<file path="src/rtl/vmul_pkg.sv">
// vmul_pkg: default sizes and record types shared by the multiplier-sharing controller
package vmul_pkg;
    localparam int DEF_NUM_REQ    = 4;
    localparam int DEF_W          = 6;
    localparam int DEF_MUL_LAT    = 2;
    localparam int DEF_FIFO_DEPTH = 4;
    localparam int DEF_IDW        = $clog2(DEF_NUM_REQ);
    typedef struct packed {
        logic               vld;
        logic [DEF_IDW-1:0] id;
    } tag_t;
    typedef struct packed {
        logic [2*DEF_W-1:0] p;
        logic [DEF_IDW-1:0] id;
    } rsp_t;
endpackage

</file>
<file path="src/rtl/vmul_rsp_fifo.sv">
// vmul_rsp_fifo: synchronous FIFO of products tagged with their requester ID
module vmul_rsp_fifo
    import vmul_pkg::*;
#(
    parameter int DEPTH = DEF_FIFO_DEPTH,
    localparam int CW = $clog2(DEPTH + 1)
) (
    input  logic          clk,
    input  logic          rst,
    input  logic          push,
    input  rsp_t          din,
    input  logic          pop,
    output rsp_t          dout,
    output logic [CW-1:0] count,
    output logic          full,
    output logic          empty
);
    localparam int PW = DEPTH > 1 ? $clog2(DEPTH) : 1;
    rsp_t mem [DEPTH];
    logic [PW-1:0] wr, rd;
    logic pop_ok;
    assign pop_ok = pop && !empty;
    // storage is cleared on reset so the head reads zero until the first push
    always_ff @(posedge clk) begin
        if (rst) begin
            wr    <= '0;
            rd    <= '0;
            count <= '0;
            for (int i = 0; i < DEPTH; i++) mem[i] <= '0;
        end else begin
            if (push) begin
                mem[wr] <= din;
                wr      <= (wr == PW'(DEPTH - 1)) ? '0 : wr + 1'b1;
            end
            if (pop_ok) rd <= (rd == PW'(DEPTH - 1)) ? '0 : rd + 1'b1;
            count <= count + CW'(push) - CW'(pop_ok);
        end
    end
    assign dout  = mem[rd];
    assign full  = count == CW'(DEPTH);
    assign empty = count == '0;
endmodule

</file>
<file path="src/rtl/vmul_share_ctrl.sv">
// vmul_share_ctrl: time-shares one pipelined multiplier among requesters with credit-protected result return
// Build option: define VMUL_FIXED_PRIO_EN for fixed lowest-index-wins arbitration instead of round-robin.
module vmul_share_ctrl
    import vmul_pkg::*;
#(
    parameter int NUM_REQ    = DEF_NUM_REQ,
    parameter int W          = DEF_W,
    parameter int MUL_LAT    = DEF_MUL_LAT,
    parameter int FIFO_DEPTH = DEF_FIFO_DEPTH,
    parameter int IDW        = DEF_IDW
) (
    input  logic                 clk,
    input  logic                 rst,
    input  logic [NUM_REQ-1:0]   req_valid,
    input  logic [NUM_REQ*W-1:0] req_a,
    input  logic [NUM_REQ*W-1:0] req_b,
    output logic [NUM_REQ-1:0]   req_ready,
    output logic [W-1:0]         mul_a,
    output logic [W-1:0]         mul_b,
    input  logic [2*W-1:0]       mul_p,
    output logic                 rsp_valid,
    input  logic                 rsp_ready,
    output logic [2*W-1:0]       rsp_data,
    output logic [IDW-1:0]       rsp_id
);
    localparam int CW = $clog2(FIFO_DEPTH + 1);
    logic accept, gnt_vld, pop, push, fifo_full, fifo_empty;
    logic [IDW-1:0] gnt_id, base;
    logic [CW-1:0] fifo_count;
    int occ;
    tag_t iss_tag;
    tag_t pipe [MUL_LAT];
    rsp_t head;
`ifdef VMUL_FIXED_PRIO_EN
    assign base = '0;
`else
    logic [IDW-1:0] rr_ptr;
    assign base = rr_ptr;
    // move the search start just past each accepted requester
    always_ff @(posedge clk) begin
        if (rst) rr_ptr <= '0;
        else if (accept) rr_ptr <= (gnt_id == IDW'(NUM_REQ - 1)) ? '0 : gnt_id + 1'b1;
    end
`endif
    // first valid requester at or after base, wrapping around
    always_comb begin
        gnt_vld = 1'b0;
        gnt_id  = '0;
        for (int k = NUM_REQ - 1; k >= 0; k--) begin
            if (req_valid[(int'(base) + k) % NUM_REQ]) begin
                gnt_vld = 1'b1;
                gnt_id  = IDW'((int'(base) + k) % NUM_REQ);
            end
        end
    end
    // every accepted-but-unpopped product must have a FIFO slot waiting for it
    always_comb begin
        occ = int'(fifo_count) + int'(iss_tag.vld);
        for (int k = 0; k < MUL_LAT; k++) occ += int'(pipe[k].vld);
    end
    assign pop       = rsp_valid && rsp_ready;
    assign accept    = !rst && gnt_vld && (occ - int'(pop) < FIFO_DEPTH);
    assign req_ready = accept ? NUM_REQ'(1) << gnt_id : '0;
    // operand/tag issue register, then a tag delay line matched to the multiplier latency
    always_ff @(posedge clk) begin
        if (rst) begin
            mul_a   <= '0;
            mul_b   <= '0;
            iss_tag <= '0;
            for (int k = 0; k < MUL_LAT; k++) pipe[k] <= '0;
        end else begin
            if (accept) begin
                mul_a <= req_a[gnt_id*W +: W];
                mul_b <= req_b[gnt_id*W +: W];
            end
            iss_tag <= '{vld: accept, id: gnt_id};
            pipe[0] <= iss_tag;
            for (int k = 1; k < MUL_LAT; k++) pipe[k] <= pipe[k-1];
        end
    end
    assign push = pipe[MUL_LAT-1].vld;
    vmul_rsp_fifo #(.DEPTH(FIFO_DEPTH)) u_fifo (
        .clk   (clk),
        .rst   (rst),
        .push  (push),
        .din   (rsp_t'{p: mul_p, id: pipe[MUL_LAT-1].id}),
        .pop   (pop),
        .dout  (head),
        .count (fifo_count),
        .full  (fifo_full),
        .empty (fifo_empty)
    );
    assign rsp_valid = !fifo_empty;
    assign rsp_data  = head.p;
    assign rsp_id    = head.id;
    // the credit check makes a push into a full FIFO unreachable
    always_ff @(posedge clk) begin
        if (!rst) assert (!(push && fifo_full));
    end
endmodule

</file>
<file path="config.mk">
export PLATFORM = sky130hd
export DESIGN_NAME = vmul_share_ctrl
export DESIGN_NICKNAME = d
export VERILOG_FILES = /design/src/rtl/vmul_pkg.sv /design/src/rtl/vmul_rsp_fifo.sv /design/src/rtl/vmul_share_ctrl.sv
export SDC_FILE = /design/constraint.sdc
export NUM_CORES = 1
export LEC_CHECK = 0
export CAP_MARGIN = 15
export CORE_AREA = 4 4 153 81
export DETAILED_ROUTE_END_ITERATION = 10
export DIE_AREA = 0 0 157 85
export PLACE_DENSITY_LB_ADDON = 0.3
export SYNTH_ARGS = -nofsm -noshare
export SYNTH_HDL_FRONTEND = slang
export SYNTH_SLANG_ARGS = --single-unit
</file>
<file path="constraint.sdc">
create_clock -name clk -period 10.3 [get_ports clk]
set_input_delay 1.545 -clock clk [delete_from_list [all_inputs] [get_ports clk]]
set_output_delay 1.545 -clock clk [all_outputs]
set_load 0.03 [all_outputs]
</file>
Yosys cells after proc, flatten, opt, wreduce, memory -nomap -nowiden
Memories as Yosys holds them, arrays and structs flattened. A register that Yosys moved wholly into a read port is not among the register bits.
Cells that the tools add are included.
{"block": "classes", "n_addsub": 12, "multipliers": 1, "div": 0, "order_cmp": 5, "n_eq_ne": 3, "shifts": 3, "n_mux": 36, "bitwise_logic": 5, "n_reduce_logical": 11}
{"operator": "$shiftx A24 B6 Y6", "n": 2}
{"operator": "$mux W2", "n": 10}
{"operator": "$mux W1", "n": 18}
{"operator": "$mux W14", "n": 1}
{"operator": "$reduce_or A14 Y1", "n": 1}
{"operator": "$lt A3 B4 Y1 const B", "n": 3}
{"operator": "$add A2 B1 Y2 const B", "n": 4}
{"operator": "$bmux W1 S2", "n": 4}
{"operator": "$lt A7 B4 Y1 const B", "n": 1}
{"operator": "$sub A6 B1 Y7", "n": 1}
{"operator": "$add A5 B1 Y6", "n": 1}
{"operator": "$eq A2 B2 Y1 const B", "n": 3}
{"operator": "$mux W3", "n": 2}
{"operator": "$reduce_or A2 Y1", "n": 3}
{"operator": "$add A4 B1 Y5", "n": 1}
{"operator": "$add A2 B2 Y2 const B", "n": 2}
{"operator": "$add A3 B1 Y4", "n": 1}
{"operator": "$logic_and A1 B1 Y1", "n": 4}
{"operator": "$mul A2 B2 Y4 const B", "n": 1}
{"operator": "$mux W4", "n": 1}
{"operator": "$shl A1 B2 Y4 const A", "n": 1}
{"operator": "$add A3 B1 Y3", "n": 1}
{"operator": "$and A1 B1 Y1 const A", "n": 3}
{"operator": "$logic_not A3 Y1", "n": 1}
{"operator": "other kinds (4)", "n": 6}
{"block": "word_totals", "ff_bits": 24, "latchBits": 0, "mem_bits_rw": 62, "mem_bits_ro": 0, "inputBits": 67, "out_inout_bits": 31, "word_cells": 86, "n_memories": 2}
{"name": "u_fifo.mem", "words": 4, "width": 14, "read_ports": 1, "rd_ports_with_merged_regs": 1, "write_ports": 4, "line": "vmul_rsp_fifo.sv:19", "source": "rsp_t mem [DEPTH];"}
{"name": "pipe", "words": 2, "width": 3, "read_ports": 2, "rd_ports_with_merged_regs": 0, "write_ports": 2, "line": "vmul_share_ctrl.sv:32", "source": "tag_t pipe [MUL_LAT];"}

Longest topological paths before layout
Gate-level depths: netlist of the first run.
{"block": "logic_depth", "ltp_word": 13, "ltp_mapped": 14, "mapped_depth_nobuf": 13}

Modules after synthesis
A second synthesis of the first run with hierarchy kept.
{"block": "unflattened", "cells_unflattened": 369, "area_unflattened_um2": 4556.9}
{"module": "vmul_rsp_fifo", "n_inst": 1, "cells_each": 178, "area_per_inst_um2": 2927.8, "seq_area_each_um2": 1861.8}
{"module": "vmul_share_ctrl", "n_inst": 1, "cells_each": 191, "area_per_inst_um2": 1629.1, "seq_area_each_um2": 460.4}

Worst setup path after synthesis of the first run
No wires, ideal clock.
{"block": "synth_timing", "path_type": "input to output", "start": "in rsp_ready", "end": "out req_ready[0]", "arrival_ns": 3.897, "required_ns": 8.755, "setup_slack_ns": 4.858, "cell_stages": 13, "n_path_buf": 1, "cell_sequence": "nand2_1 -> inv_1 -> ha_1 -> fa_1 -> inv_1 -> ha_1 -> and3b_1 -> o221ai_1 -> o311ai_1 -> or2_1 -> buf_6 -> inv_2 -> and2_1"}
{"block": "synth_via", "elab_chain_len": 5}
{"item": "start, declared", "line": "vmul_share_ctrl.sv:22", "source": "input logic rsp_ready,"}
{"item": "$logic_and A1 B1 Y1", "line": "vmul_share_ctrl.sv:61", "source": "assign pop = rsp_valid && rsp_ready;"}
{"item": "$sub A6 B1 Y7", "line": "vmul_share_ctrl.sv:62", "source": "assign accept = !rst && gnt_vld && (occ - int'(pop) < FIFO_DEPTH);"}
{"item": "$lt A7 B4 Y1", "line": "vmul_share_ctrl.sv:62"}
{"item": "$logic_and A1 B1 Y1", "line": "vmul_share_ctrl.sv:62"}
{"item": "$mux W4", "line": "vmul_share_ctrl.sv:63", "source": "assign req_ready = accept ? NUM_REQ'(1) << gnt_id : '0;"}
{"item": "end, declared", "line": "vmul_share_ctrl.sv:17", "source": "output logic [NUM_REQ-1:0] req_ready,"}
No other way between the ends.

Worst setup path after layout of the first run
{"block": "layout_timing", "start": "in rsp_ready", "end": "out req_ready[1]"}
The elaborated chain is that of the path after synthesis.

==> impl_results.rst, run 1 <==
.. list-table::
   :header-rows: 1

   * - Metric
     - Value
   * - Result of the run
     - completed
   * - Core area
     - 10910 µm²
   * - Setup repair after global routing missed its margin
     - no
   * - Number of maximum-capacitance violations
     - 0
   * - Path type of the worst setup path
     - in2out
   * - Global-route met1 utilization
     - 0.1985
   * - Hold Vio Cnt, Final
     - 0
   * - Number of different library cells in the post-synthesis netlist
     - 42
   * - Critical path launch point type
     - primary input
   * - Mapped Nets
     - 440
   * - Switching portion of total power
     - 0.3532
   * - X dimension of the die
     - 157 µm
   * - Later-pin clock latency in the skew report
     - between 0.3 and 0.4 ns
   * - Fraction of power consumed by the clock network
     - 0.249
   * - Combined global-route utilization of all metal layers
     - 0.1575
   * - Share of layout cells above drive strength 1
     - 0.09865
   * - Post-synthesis cell count
     - 356
   * - Worst-case clock buffer depth
     - 2
   * - DR vias
     - 3073
   * - Core Rows
     - 27
   * - Worst Max-Slew Pin Slew
     - 1.032 ns
   * - H-tree levels
     - 3
   * - Number of vias per cell after detailed routing
     - 5.200
   * - HPWL after detailed placement
     - 7056 µm
   * - Portion of netlist area occupied by mux cells
     - 0.07452
   * - Part of the power in combinational logic
     - 0.395
   * - Met2 Usage GRT
     - 0.2609
   * - Fraction of the mapped netlist area in compound gates
     - 0.1545
   * - Post-detailed-route count of antenna-violating nets
     - 0
   * - Endpoint type of the worst setup path
     - output pin
   * - Synthesized-area fraction occupied by adder cells
     - 0.05216
   * - Proportion of register bits with asynchronous set or reset after synthesis
     - 0
   * - Netlist Area Pre-Place
     - around 4400 µm²
   * - Arrival time of the worst setup path
     - 5.68 ns
   * - First DRT Iteration DRCs
     - 207
   * - Top cells by area, synth
     - sky130_fd_sc_hd__edfxtp_1, sky130_fd_sc_hd__dfxtp_1, sky130_fd_sc_hd__mux4_2, sky130_fd_sc_hd__and2_1, sky130_fd_sc_hd__ha_1
   * - Setup violators final
     - 0
   * - Final Skew
     - 0.004438 ns
   * - Switching pwr
     - 0.0004590 W
   * - Power, Total
     - 0.001299 W
   * - Routed WL per cell
     - around 17 µm
   * - Die ar.
     - 13350 µm²
   * - Leading register cell type out of synthesis
     - sky130_fd_sc_hd__edfxtp_1
   * - Number of register bits inferred by synthesis
     - 88
   * - Total Routed Length
     - 10310 µm
   * - Storage cell area
     - between 2000 and 2500 µm²
   * - Largest net degree at the start of global routing
     - 32
   * - Top cell type's share of synthesized area
     - 0.3852
   * - Proportion of synthesized chip area in sequential cells
     - 0.5320
   * - Lkg Pwr
     - 2.150 nW
   * - Final GP Congestion
     - 0.7611
   * - Global-route wire length before repair
     - 16170 µm
   * - Remaining global-route overflow
     - 0
   * - Sink Count
     - 88
   * - Required time reported for the critical path endpoint
     - roughly 8.8 ns
   * - Power per cell area
     - 226.4 nW/µm²
   * - Chip Height
     - 85 µm
   * - Slew Viols, Final
     - 0
   * - Achievable clock frequency
     - between 100 and 150 MHz
   * - Leading area contributor after synthesis
     - sky130_fd_sc_hd__edfxtp_1
   * - Number of synthesized flops with an enable pin
     - 56
   * - I/O Buffers
     - 97
   * - Post-route clock period utilization
     - 0.7013
   * - Met3 routing resource usage after global routing
     - 0.04890
   * - DR DRC count
     - 0
   * - Initial Utilization
     - 0.4001
   * - Total Nets Final
     - between 500 and 600
   * - Layout overhead on the synthesized area
     - 31.47%
   * - Count of buffers added by post-CTS timing repair for setup
     - 0
   * - Simple-Gate Fraction of Synth Area
     - 0.1439
   * - Antenna violations before repair
     - 0
   * - Number of global-route vias before repair
     - around 3.1k
   * - Combinational family with the most area after synthesis
     - compound AO/OA/AOI/OAI gates
   * - Yosys Warn Count
     - 0
   * - Inserted Diodes
     - 0
   * - Rel. slew slack
     - 0.3096
   * - Highest-utilization routing layer at the global route stage
     - met2
   * - CTS root buf
     - sky130_fd_sc_hd__clkbuf_16
   * - TritonRoute pass-1 iters
     - 4
   * - Synth Area in XOR/XNOR
     - 0.002006
   * - Clock-pin transition on the worst setup and hold timing paths
     - 0.06 ns
   * - Fin worst setup slack
     - about 3.1 ns
   * - IO Count
     - 98
   * - Max Fanout on Critical Path
     - 15
   * - Final-layout setup total negative slack
     - 0 ns
   * - Class of the most critical hold timing path
     - reg2reg
   * - Pre-CTS setup slack
     - 3.075 ns
   * - Syn_area_per_cell
     - ~12 µm²
   * - Number of inserted filler cells in the final layout
     - 946
   * - Multi-input gate area in the final layout
     - roughly 1900 µm²
   * - CTS tree
     - built
   * - Cell-internal power
     - 0.0008405 W
   * - CTS Buf Count
     - 9
   * - Post-cts hold buffer count
     - 0
   * - Final critical delay including setup and external delays
     - about 7.2 ns
   * - IR Drop Worst-Case VDD
     - 0.0001077 V
   * - Sequential cell fraction of total power
     - 0.356
   * - CTS-repair resized insts
     - 0
==> critical path: stages <==
cell and delay, ns:
sky130_fd_sc_hd__clkdlybuf4s50_1 0.45, sky130_fd_sc_hd__nand2_1 0.09, sky130_fd_sc_hd__inv_1 0.11, sky130_fd_sc_hd__ha_1 0.24, sky130_fd_sc_hd__fa_1 0.36, sky130_fd_sc_hd__inv_1 0.06
sky130_fd_sc_hd__ha_1 0.21, sky130_fd_sc_hd__and3b_1 0.23, sky130_fd_sc_hd__o211a_1 0.24, sky130_fd_sc_hd__a211oi_2 0.70, sky130_fd_sc_hd__or2_1 0.55, sky130_fd_sc_hd__inv_2 0.11
sky130_fd_sc_hd__and2_1 0.19, sky130_fd_sc_hd__clkdlybuf4s50_1 0.59
==> layout make-up <==
cell class / instances / share of cell area
Sequential cell: 88 / 0.4046
Clock inverter: 6 / 0.01155
Timing Repair Buffer: 101 / 0.1744
Clock buffer: 10 / 0.03990
Inverter: 16 / 0.01046
Multi-Input combinational cell: 225 / 0.3274
Tap cell: 145 / 0.03161
==> Yosys cell counts (all sizes together) (10+ instances only) <==
cell	n
a211oi	25
and2	46
and3	14
clkbuf	20
dfxtp	32
edfxtp	56
ha	15
inv	16
mux4	14
nor2	10
o211ai	13
o21a	25
o31ai	13
==> kinds of logic (layout without fill, tap and decap cells) <==
kind of cell,count (synthesis),in the layout
mux,15,15
compound gates,87,87
fa+ha+maj,17,17
simple gates,105,105
xor+xnor,1,1
flops,88,88
buf+inv,43,133
==> power by group through the flow <==
stage               registers, W  logic (W)  clock network [W]
global placement        0.000470   0.000510                  0
finish                  0.000463   0.000513           0.000324
floorplan               0.000481   0.000345                  0
global route            0.000470   0.000555           0.000346
detailed placement      0.000471   0.000515                  0
CTS                     0.000464   0.000518           0.000332
==> sequential cells by signal, indices dropped and copies added (netlist names), named ones only <==
signal and flops:
base 2, pipe 6, u_fifo.rd 2, u_fifo.count 3
u_fifo.mem 56, mul_a 6, iss_tag 3, u_fifo.wr 2
mul_b 6
==> cells in the final DEF (no fill, tap or decap), types with 3 or more instances in the layout <==
| cell | n |
|---|---|
| sky130_fd_sc_hd__o31ai_1 | 13 |
| sky130_fd_sc_hd__nor3_1 | 3 |
| sky130_fd_sc_hd__edfxtp_1 | 56 |
| sky130_fd_sc_hd__and3_1 | 14 |
| sky130_fd_sc_hd__o211ai_1 | 13 |
| sky130_fd_sc_hd__nand2b_1 | 3 |
| sky130_fd_sc_hd__clkbuf_16 | 9 |
| sky130_fd_sc_hd__nor2b_1 | 7 |
| sky130_fd_sc_hd__inv_1 | 15 |
| sky130_fd_sc_hd__or2_2 | 3 |
| sky130_fd_sc_hd__a21oi_1 | 4 |
| sky130_fd_sc_hd__a211oi_1 | 24 |
| sky130_fd_sc_hd__nand2_1 | 7 |
| sky130_fd_sc_hd__dfxtp_1 | 32 |
| sky130_fd_sc_hd__clkdlybuf4s50_1 | 97 |
| sky130_fd_sc_hd__ha_1 | 15 |
| sky130_fd_sc_hd__buf_4 | 4 |
| sky130_fd_sc_hd__nor2_1 | 9 |
| sky130_fd_sc_hd__and2_1 | 46 |
| sky130_fd_sc_hd__mux4_2 | 14 |
| sky130_fd_sc_hd__o21a_1 | 25 |
==> final timing paths <==
| check | endpoint | from | slack [ns] | cells past startpoint |
|---|---|---|---|---|
| worst max register to register | mul_a[1] | u_fifo.count[1] | 6.39 | 12 |
| worst min register to register | pipe[0][3] | pipe[0][0] | 0.43 | 1 |
| worst max-delay path | req_ready[1] | rsp_ready | 3.08 | 14 |
| worst min-delay path | pipe[0][3] | pipe[0][0] | 0.43 | 1 |
==> per-layer routing <==
layer  routed length (µm)  vias to the layer above  share of wire
met5                    0                        -              0
met4                  142                        0          0.014
met3                  527                       10          0.051
met2                 4939                       75           0.48
met1                 4702                     1489           0.46
li1                     -                     1499              -
==> per-stage QoR <==
stage                     instance area [µm²]  hold slack, ns  cells  utilization
after floorplan                          4365          0.4138    356            -
after global placement                   5444          0.4180    575       0.4989
after detailed placement                 5444          0.4234    575       0.4989
after CTS                                5739          0.4383    591       0.5260
after global routing                     5739          0.4596    591       0.5260
final                                    5739          0.4344    591       0.5260
No activity file was read; power rests on OpenSTA's default activity.
==> run 2, diff against run 1 <==
==> constraint.sdc (replaced) <==
create_clock -name clk -period 7.34 [get_ports clk]
set_input_delay 1.101 -clock clk [delete_from_list [all_inputs] [get_ports clk]]
set_output_delay 1.101 -clock clk [all_outputs]
set_load 0.03 [all_outputs]
==> run 2 against run 1 <==
  * Via count is 1.9% lower
  * Highest routed layer unchanged
  * Clock power up 31%
  * Critical path depth increased by 1
  * Sequential cell count is the same
==> impl_results.rst, run 2 (synthesized netlist as in run 1, its figures left out) <==
.. list-table::
   :header-rows: 1

   * - Metric
     - Value
   * - Number of global-route vias before repair
     - 3079 (-0.77%)
   * - Antenna violations before repair
     - 0 (unchanged)
   * - Number of vias per cell after detailed routing
     - 5.076 (-2.4%)
   * - Post-detailed-route count of antenna-violating nets
     - 0 (unchanged)
   * - Placed instance count
     - 578 (+0.52%)
   * - Number of inserted filler cells in the final layout
     - 939 (-0.74%)
   * - Hold Crit Depth
     - 1 (unchanged)
   * - Result of the run
     - completed
   * - Count of buffering cells on the critical path with inverters included
     - 6 (+1)
   * - Slew Viols, Final
     - 0 (unchanged)
   * - Largest net degree at the start of global routing
     - 31 (-3.1%)
   * - Multi-input gate area in the final layout
     - 1879 µm² (unchanged)
   * - Achievable clock frequency
     - 168.4 MHz
   * - Core area
     - 10910 µm² (unchanged)
   * - Class of the most critical hold timing path
     - reg2reg
   * - DR DRC count
     - 0 (unchanged)
   * - Inserted Diodes
     - 0 (unchanged)
   * - Total Routed Length
     - 10170 µm (-1.4%)
   * - Final Non-Filler Cells
     - 594 (+0.51%)
   * - CTS tree
     - built
   * - Critical Path, Cell by Cell
     - clkdlybuf4s50_1 > nand2_1 > inv_1 > ha_1 > fa_1 > inv_1 > ha_1 > and3b_1 > o211a_1 > a211oi_2 > buf_4 > or2_1 > inv_2 > and2_1 > clkdlybuf4s50_1
   * - Post-route clock period utilization
     - 0.8088
   * - Clock-pin transition on the worst setup and hold timing paths
     - 0.06 ns (about the same)
   * - IR Drop Worst-Case VDD
     - 0.0001649 V (+53%)
   * - Final core occ
     - 0.5261 (about the same)
   * - Arrival time of the worst setup path
     - 4.84 ns (-0.84 ns)
   * - CP max stage cell
     - sky130_fd_sc_hd__clkdlybuf4s50_1
   * - Max Fanout on Critical Path
     - 15 (unchanged)
   * - Worst-case clock buffer depth
     - 2 (unchanged)
   * - Core Rows
     - 27 (unchanged)
   * - Reg2Reg Capture Point
     - mul_a[3]
   * - Setup repair after global routing missed its margin
     - no
   * - Length in cells of the worst reg-to-reg path
     - 13 (+1)
   * - Flip-flop count of the largest register after layout
     - 56 (unchanged)
   * - Routed WL per cell
     - 17.12 µm (-1.9%)
   * - Chip Height
     - 85 µm (unchanged)
   * - Endpoint type of the worst setup path
     - output pin
   * - Combined global-route utilization of all metal layers
     - 0.1566 (-0.0008817)
   * - Layout overhead on the synthesized area
     - 31.50% (about the same)
   * - Total Nets Final
     - 528 (+0.57%)
   * - Initial Utilization
     - 0.4001 (unchanged)
   * - Most used cells in the layout excluding fill and tap cells
     - sky130_fd_sc_hd__clkdlybuf4s50_1, sky130_fd_sc_hd__edfxtp_1, sky130_fd_sc_hd__and2_1, sky130_fd_sc_hd__dfxtp_1, sky130_fd_sc_hd__o21a_1
   * - Cell type group with the largest total delay on the critical path
     - buffers and inverters
   * - Final critical delay including setup and external delays
     - slightly below 6 ns
   * - Later-pin clock latency in the skew report
     - 0.34 ns (about the same)
   * - Register bank with the most flops
     - u_fifo.mem
   * - Max incr delay on CP
     - 0.59 ns (-0.11 ns)
   * - Share of layout cells above drive strength 1
     - 0.1024 (+0.003795)
   * - CTS-repair resized insts
     - 0 (unchanged)
   * - Count of buffers added by post-CTS timing repair for setup
     - 0 (unchanged)
   * - Lkg Pwr
     - 2.148 nW (about the same)
   * - Setup violators final
     - 0 (unchanged)
   * - Hold Vio Cnt, Final
     - 0 (unchanged)
   * - Most common library cell in the layout ignoring fill and taps
     - sky130_fd_sc_hd__clkdlybuf4s50_1
   * - Required time reported for the critical path endpoint
     - 6.24 ns (-2.52 ns)
   * - Storage cell area
     - 2322 µm² (unchanged)
   * - Critical path launch point type
     - primary input
   * - First DRT Iteration DRCs
     - 233 (+13%)
   * - Setup slack of the worst register-to-register path
     - 3.85 ns (-2.54 ns)
   * - Launch instance of the worst register-to-register path
     - u_fifo.count[1]
   * - Power per cell area
     - 315.0 nW/µm² (+39%)
   * - Worst Max-Slew Pin Slew
     - 1.014 ns (-0.01744 ns)
   * - Final GP Congestion
     - 0.7919 (+4.0%)
   * - HPWL after detailed placement
     - 6926 µm (-1.8%)
   * - H-tree levels
     - 3 (unchanged)
   * - Number of maximum-capacitance violations
     - 0 (unchanged)
   * - Source of the worst hold timing path
     - pipe[0][1]
   * - Post-cts hold buffer count
     - 0 (unchanged)
   * - Worst Hold End
     - pipe[0][4]
   * - CTS root buf
     - sky130_fd_sc_hd__clkbuf_16
   * - CTS Buf Count
     - 9 (unchanged)
   * - X dimension of the die
     - 157 µm (unchanged)
   * - TritonRoute pass-1 iters
     - 4 (unchanged)
   * - IO Count
     - 98 (unchanged)
   * - Final Skew
     - 0.005422 ns (+0.0009836 ns)
   * - Rel. slew slack
     - 0.3228 (+0.01324)
   * - I/O Buffers
     - 97 (unchanged)
   * - Global-route wire length before repair
     - 16270 µm (+0.60%)
   * - Path type of the worst setup path
     - in2out
   * - Remaining global-route overflow
     - 0 (unchanged)
   * - Sink Count
     - 88 (unchanged)
   * - DR vias
     - 3015 (-1.9%)
   * - Final-layout setup total negative slack
     - 0 ns (unchanged)
   * - Die ar.
     - 13350 µm² (unchanged)
==> run 2: cell count changes in the layout (fill, tap and decap cells not counted) <==
| cell | previous run | this run |
|---|---|---|
| sky130_fd_sc_hd__buf_4 | 4 | 7 |
| sky130_fd_sc_hd__inv_6 | 2 | 1 |
| sky130_fd_sc_hd__clkinvlp_2 | 1 | 0 |
| sky130_fd_sc_hd__clkinv_1 | 0 | 1 |
| sky130_fd_sc_hd__clkinv_4 | 1 | 2 |
| sky130_fd_sc_hd__clkinvlp_4 | 0 | 2 |
| sky130_fd_sc_hd__bufinv_16 | 1 | 0 |
| sky130_fd_sc_hd__clkinv_2 | 1 | 0 |
==> run 2: power breakdown <==
| group | switching [W] | internal, W | total, W |
|---|---|---|---|
| clock network | 0.000192 | 0.000231 | 0.000423 |
| logic | 0.000401 | 0.000335 | 0.000735 |
| registers | 0.0000568 | 0.000593 | 0.000650 |
| total | 0.000650 | 0.00116 | 0.00181 |
==> run 2: per-stage QoR <==
stage	setup WS, ns	instance area [µm²]	total power (W)	hold slack, ns
4_1_cts	1.381	5741	0.001834	0.4348
3_3_place_gp	1.499	5466	0.001391	0.4172
6_report	1.403	5741	0.001808	0.4368
5_1_grt	1.129	5741	0.001924	0.4539
3_5_place_dp	1.405	5466	0.001402	0.4204
2_1_floorplan	2.786	4365	0.001158	0.4138
==> run 2: worst reg2reg max path: cells and delay by family, from the launching register on <==
family / cells / cell delay, ns
buffers and inverters: 3 / 0.38
AOI/OAI and AO/OA: 3 / 0.53
DFF: 1 / 0.35
and+or+nand+nor: 4 / 1.22
adders and majority gates: 3 / 0.89
==> run 2: final cells by class <==
| cell class | instances | share of cell area |
|---|---|---|
| Tap cell | 145 | 0.03160 |
| Inverter | 16 | 0.01046 |
| Multi-Input combinational cell | 225 | 0.3274 |
| Timing Repair Buffer | 104 | 0.1783 |
| Clock buffer | 10 | 0.03989 |
| Sequential cell | 88 | 0.4045 |
| Clock inverter | 6 | 0.007847 |
==> run 2: layer usage <==
metal / track usage / routed length (µm) / vias to the layer above
li1: - / - / 1504
met4: 0.04252 / 127 / 0
met1: 0.2009 / 4545 / 1430
met2: 0.2593 / 4929 / 71
met5: 0 / 0 / -
met3: 0.04738 / 568 / 10
==> run 2: worst max-delay path by stage <==
stage / startpoint / end / depth (start not counted)
finish: rsp_ready / req_ready[3] / 15
global route: rsp_ready / req_ready[3] / 15
CTS: rsp_ready / req_ready[3] / 15
detailed placement: rsp_ready / req_ready[2] / 15
global placement: rsp_ready / req_ready[0] / 15
floorplan: rsp_ready / req_ready[0] / 13
==> run 3, diff against run 2 <==
==> constraint.sdc (replaced) <==
create_clock -name clk -period 5.7 [get_ports clk]
set_input_delay 0.855 -clock clk [delete_from_list [all_inputs] [get_ports clk]]
set_output_delay 0.855 -clock clk [all_outputs]
set_load 0.03 [all_outputs]
==> run 3 against run 2 <==
  * Sequential power increased by 28%
  * Design area up 0.89%
  * Clock skew is 0.0010 ns higher
  * Utilization increased by 0.47 points
  * Clock power rose by 46%
  * Critical path depth fell by 1
  * Die area unchanged
  * Register-to-register slack got worse by 1.5 ns
  * Power rose by 34%
  * Worst hold slack gained 0.0016 ns
  * Count of clock-buffer cells in the layout decreased by 1
  * Critical path type unchanged
==> impl_results.rst, run 3 (synthesized netlist as in run 1, its figures left out) <==
.. list-table::
   :header-rows: 1

   * - Metric
     - Value
   * - CP max stage cell
     - sky130_fd_sc_hd__clkdlybuf4s50_1
   * - Chip Height
     - 85 µm (unchanged)
   * - Pre-CTS setup slack
     - 0.7246 ns (-0.6809 ns)
   * - Number of maximum-capacitance violations
     - 0 (unchanged)
   * - DR DRC count
     - 0 (unchanged)
   * - Achievable clock frequency
     - 201.9 MHz
   * - Register bank with the most flops
     - u_fifo.mem
   * - Final-layout setup total negative slack
     - 0 ns (unchanged)
   * - Routed WL per cell
     - 17.22 µm (+0.54%)
   * - TritonRoute pass-1 iters
     - 4 (unchanged)
   * - I/O Buffers
     - 97 (unchanged)
   * - IR Drop Worst-Case VDD
     - 0.0002398 V (+45%)
   * - Post-route clock period utilization
     - 0.8689
   * - Final critical delay including setup and external delays
     - between 4 and 5 ns
   * - Critical Path, Cell by Cell
     - clkdlybuf4s50_1 > nand2_1 > inv_1 > ha_1 > fa_1 > inv_1 > ha_1 > and3b_1 > a2111oi_4 > a211oi_2 > or2_1 > inv_2 > and2_1 > clkdlybuf4s50_1
   * - Power per cell area
     - 417.1 nW/µm² (+32%)
   * - CTS Buf Count
     - 9 (unchanged)
   * - Lkg Pwr
     - 2.183 nW (+1.6%)
   * - Path type of the worst setup path
     - in2out
   * - Max incr delay on CP
     - 0.67 ns (+0.08 ns)
   * - Placed instance count
     - 582 (+0.69%)
   * - Number of global-route vias before repair
     - 3229 (+4.9%)
   * - Rel. slew slack
     - 0.3543 (+0.03153)
   * - HPWL after detailed placement
     - 6868 µm (-0.84%)
   * - Die ar.
     - 13350 µm² (unchanged)
   * - IO Count
     - 98 (unchanged)
   * - CTS tree
     - built
   * - Clock-pin transition on the worst setup and hold timing paths
     - 0.07 ns (about the same)
   * - CTS root buf
     - sky130_fd_sc_hd__clkbuf_16
   * - Number of vias per cell after detailed routing
     - 5.112 (+0.71%)
   * - Required time reported for the critical path endpoint
     - 4.85 ns (-1.39 ns)
   * - Most common library cell in the layout ignoring fill and taps
     - sky130_fd_sc_hd__clkdlybuf4s50_1
   * - Hold Crit Depth
     - 1 (unchanged)
   * - Later-pin clock latency in the skew report
     - 0.34 ns (about the same)
   * - Sink Count
     - 88 (unchanged)
   * - Remaining global-route overflow
     - 0 (unchanged)
   * - Post-cts hold buffer count
     - 0 (unchanged)
   * - Total Routed Length
     - 10300 µm (+1.2%)
   * - Initial Utilization
     - 0.4001 (unchanged)
   * - Setup violators final
     - 0 (unchanged)
   * - H-tree levels
     - 3 (unchanged)
   * - Core area
     - 10910 µm² (unchanged)
   * - Antenna violations before repair
     - 0 (unchanged)
   * - Critical path launch point type
     - primary input
   * - Slew Viols, Final
     - 0 (unchanged)
   * - Final Non-Filler Cells
     - 598 (+0.67%)
   * - Core Rows
     - 27 (unchanged)
   * - Total Nets Final
     - 532 (+0.76%)
   * - First DRT Iteration DRCs
     - 127 (-45%)
   * - Max Fanout on Critical Path
     - 5 (-10)
   * - Hold Vio Cnt, Final
     - 0 (unchanged)
   * - Worst-case clock buffer depth
     - 2 (unchanged)
   * - CTS-repair resized insts
     - 0 (unchanged)
   * - Result of the run
     - completed
   * - Inserted Diodes
     - 0 (unchanged)
   * - Share of layout cells above drive strength 1
     - 0.1082 (+0.005718)
   * - Class of the most critical hold timing path
     - reg2reg
   * - Endpoint type of the worst setup path
     - output pin
   * - Largest net degree at the start of global routing
     - 31 (unchanged)
   * - DR vias
     - 3057 (+1.4%)
   * - Most used cells in the layout excluding fill and tap cells
     - sky130_fd_sc_hd__clkdlybuf4s50_1, sky130_fd_sc_hd__edfxtp_1, sky130_fd_sc_hd__and2_1, sky130_fd_sc_hd__dfxtp_1, sky130_fd_sc_hd__o21a_1
   * - Combined global-route utilization of all metal layers
     - 0.1583 (+0.001690)
   * - Final GP Congestion
     - 0.8393 (+6.0%)
   * - Length in cells of the worst reg-to-reg path
     - 13 (unchanged)
   * - X dimension of the die
     - 157 µm (unchanged)
   * - Global-route wire length before repair
     - 16460 µm (+1.1%)
   * - Layout overhead on the synthesized area
     - 32.67%
   * - Worst Max-Slew Pin Slew
     - 0.9672 ns (-0.04723 ns)
   * - Final Skew
     - 0.006419 ns (+0.0009970 ns)
   * - Fin worst setup slack
     - 0.7472 ns (-0.6560 ns)
   * - Flip-flop count of the largest register after layout
     - 56 (unchanged)
   * - Arrival time of the worst setup path
     - 4.10 ns (-0.74 ns)
   * - Post-detailed-route count of antenna-violating nets
     - 0 (unchanged)
   * - Count of buffers added by post-CTS timing repair for setup
     - 0 (unchanged)
   * - Setup repair after global routing missed its margin
     - no
[run 3: stage by stage]
stage	hold slack, ns	utilization	instance area [µm²]	power [W]
after floorplan	0.4138	-	4365	0.001491
after CTS	0.4415	0.5308	5792	0.002440
final	0.4384	0.5308	5792	0.002416
after global routing	0.4533	0.5308	5792	0.002559
after detailed placement	0.4260	0.5024	5482	0.001818
after global placement	0.4221	0.5024	5482	0.001803
[run 3: report_power, final]
part,internal [W],total (W),switching (W)
Clock,0.000349,0.000616,0.000267
Combinational,0.000436,0.000966,0.000529
Sequential,0.000764,0.000833,0.0000700
[run 3: worst max-delay path: cells and delay by family]
kind            cells  cell delay [ns]
simple gates        4             0.72
fa+ha+maj           3             0.83
buf+inv             5             1.39
compound gates      2             0.30
[run 3: per-layer routing]
| metal | up-vias | part of all wire | global-route usage |
|---|---|---|---|
| li1 | 1510 | - | - |
| met5 | - | 0 | 0 |
| met4 | 0 | 0.016 | 0.04409 |
| met2 | 71 | 0.50 | 0.2757 |
| met1 | 1462 | 0.43 | 0.1872 |
| met3 | 14 | 0.053 | 0.05451 |
[run 3: final cells by class]
| cell class | count | area [µm²] |
|---|---|---|
| clock buffer | 9 | 225.2 |
| sequential | 88 | 2322 |
| fill | 966 | 5120 |
| multi-input combinational | 225 | 1864 |
| timing repair buffer | 108 | 1054 |
| tap | 145 | 181.4 |
| clock inverter | 7 | 85.08 |
| inverter | 16 | 60.06 |
[run 3: final timing paths]
check	startpoint	slack [ns]	to
worst max-delay path	rsp_ready	0.75	req_ready[0]
worst min-delay path	pipe[0][1]	0.44	pipe[0][4]
worst max register to register	u_fifo.count[1]	2.40	mul_a[0]
worst min register to register	pipe[0][1]	0.44	pipe[0][4]
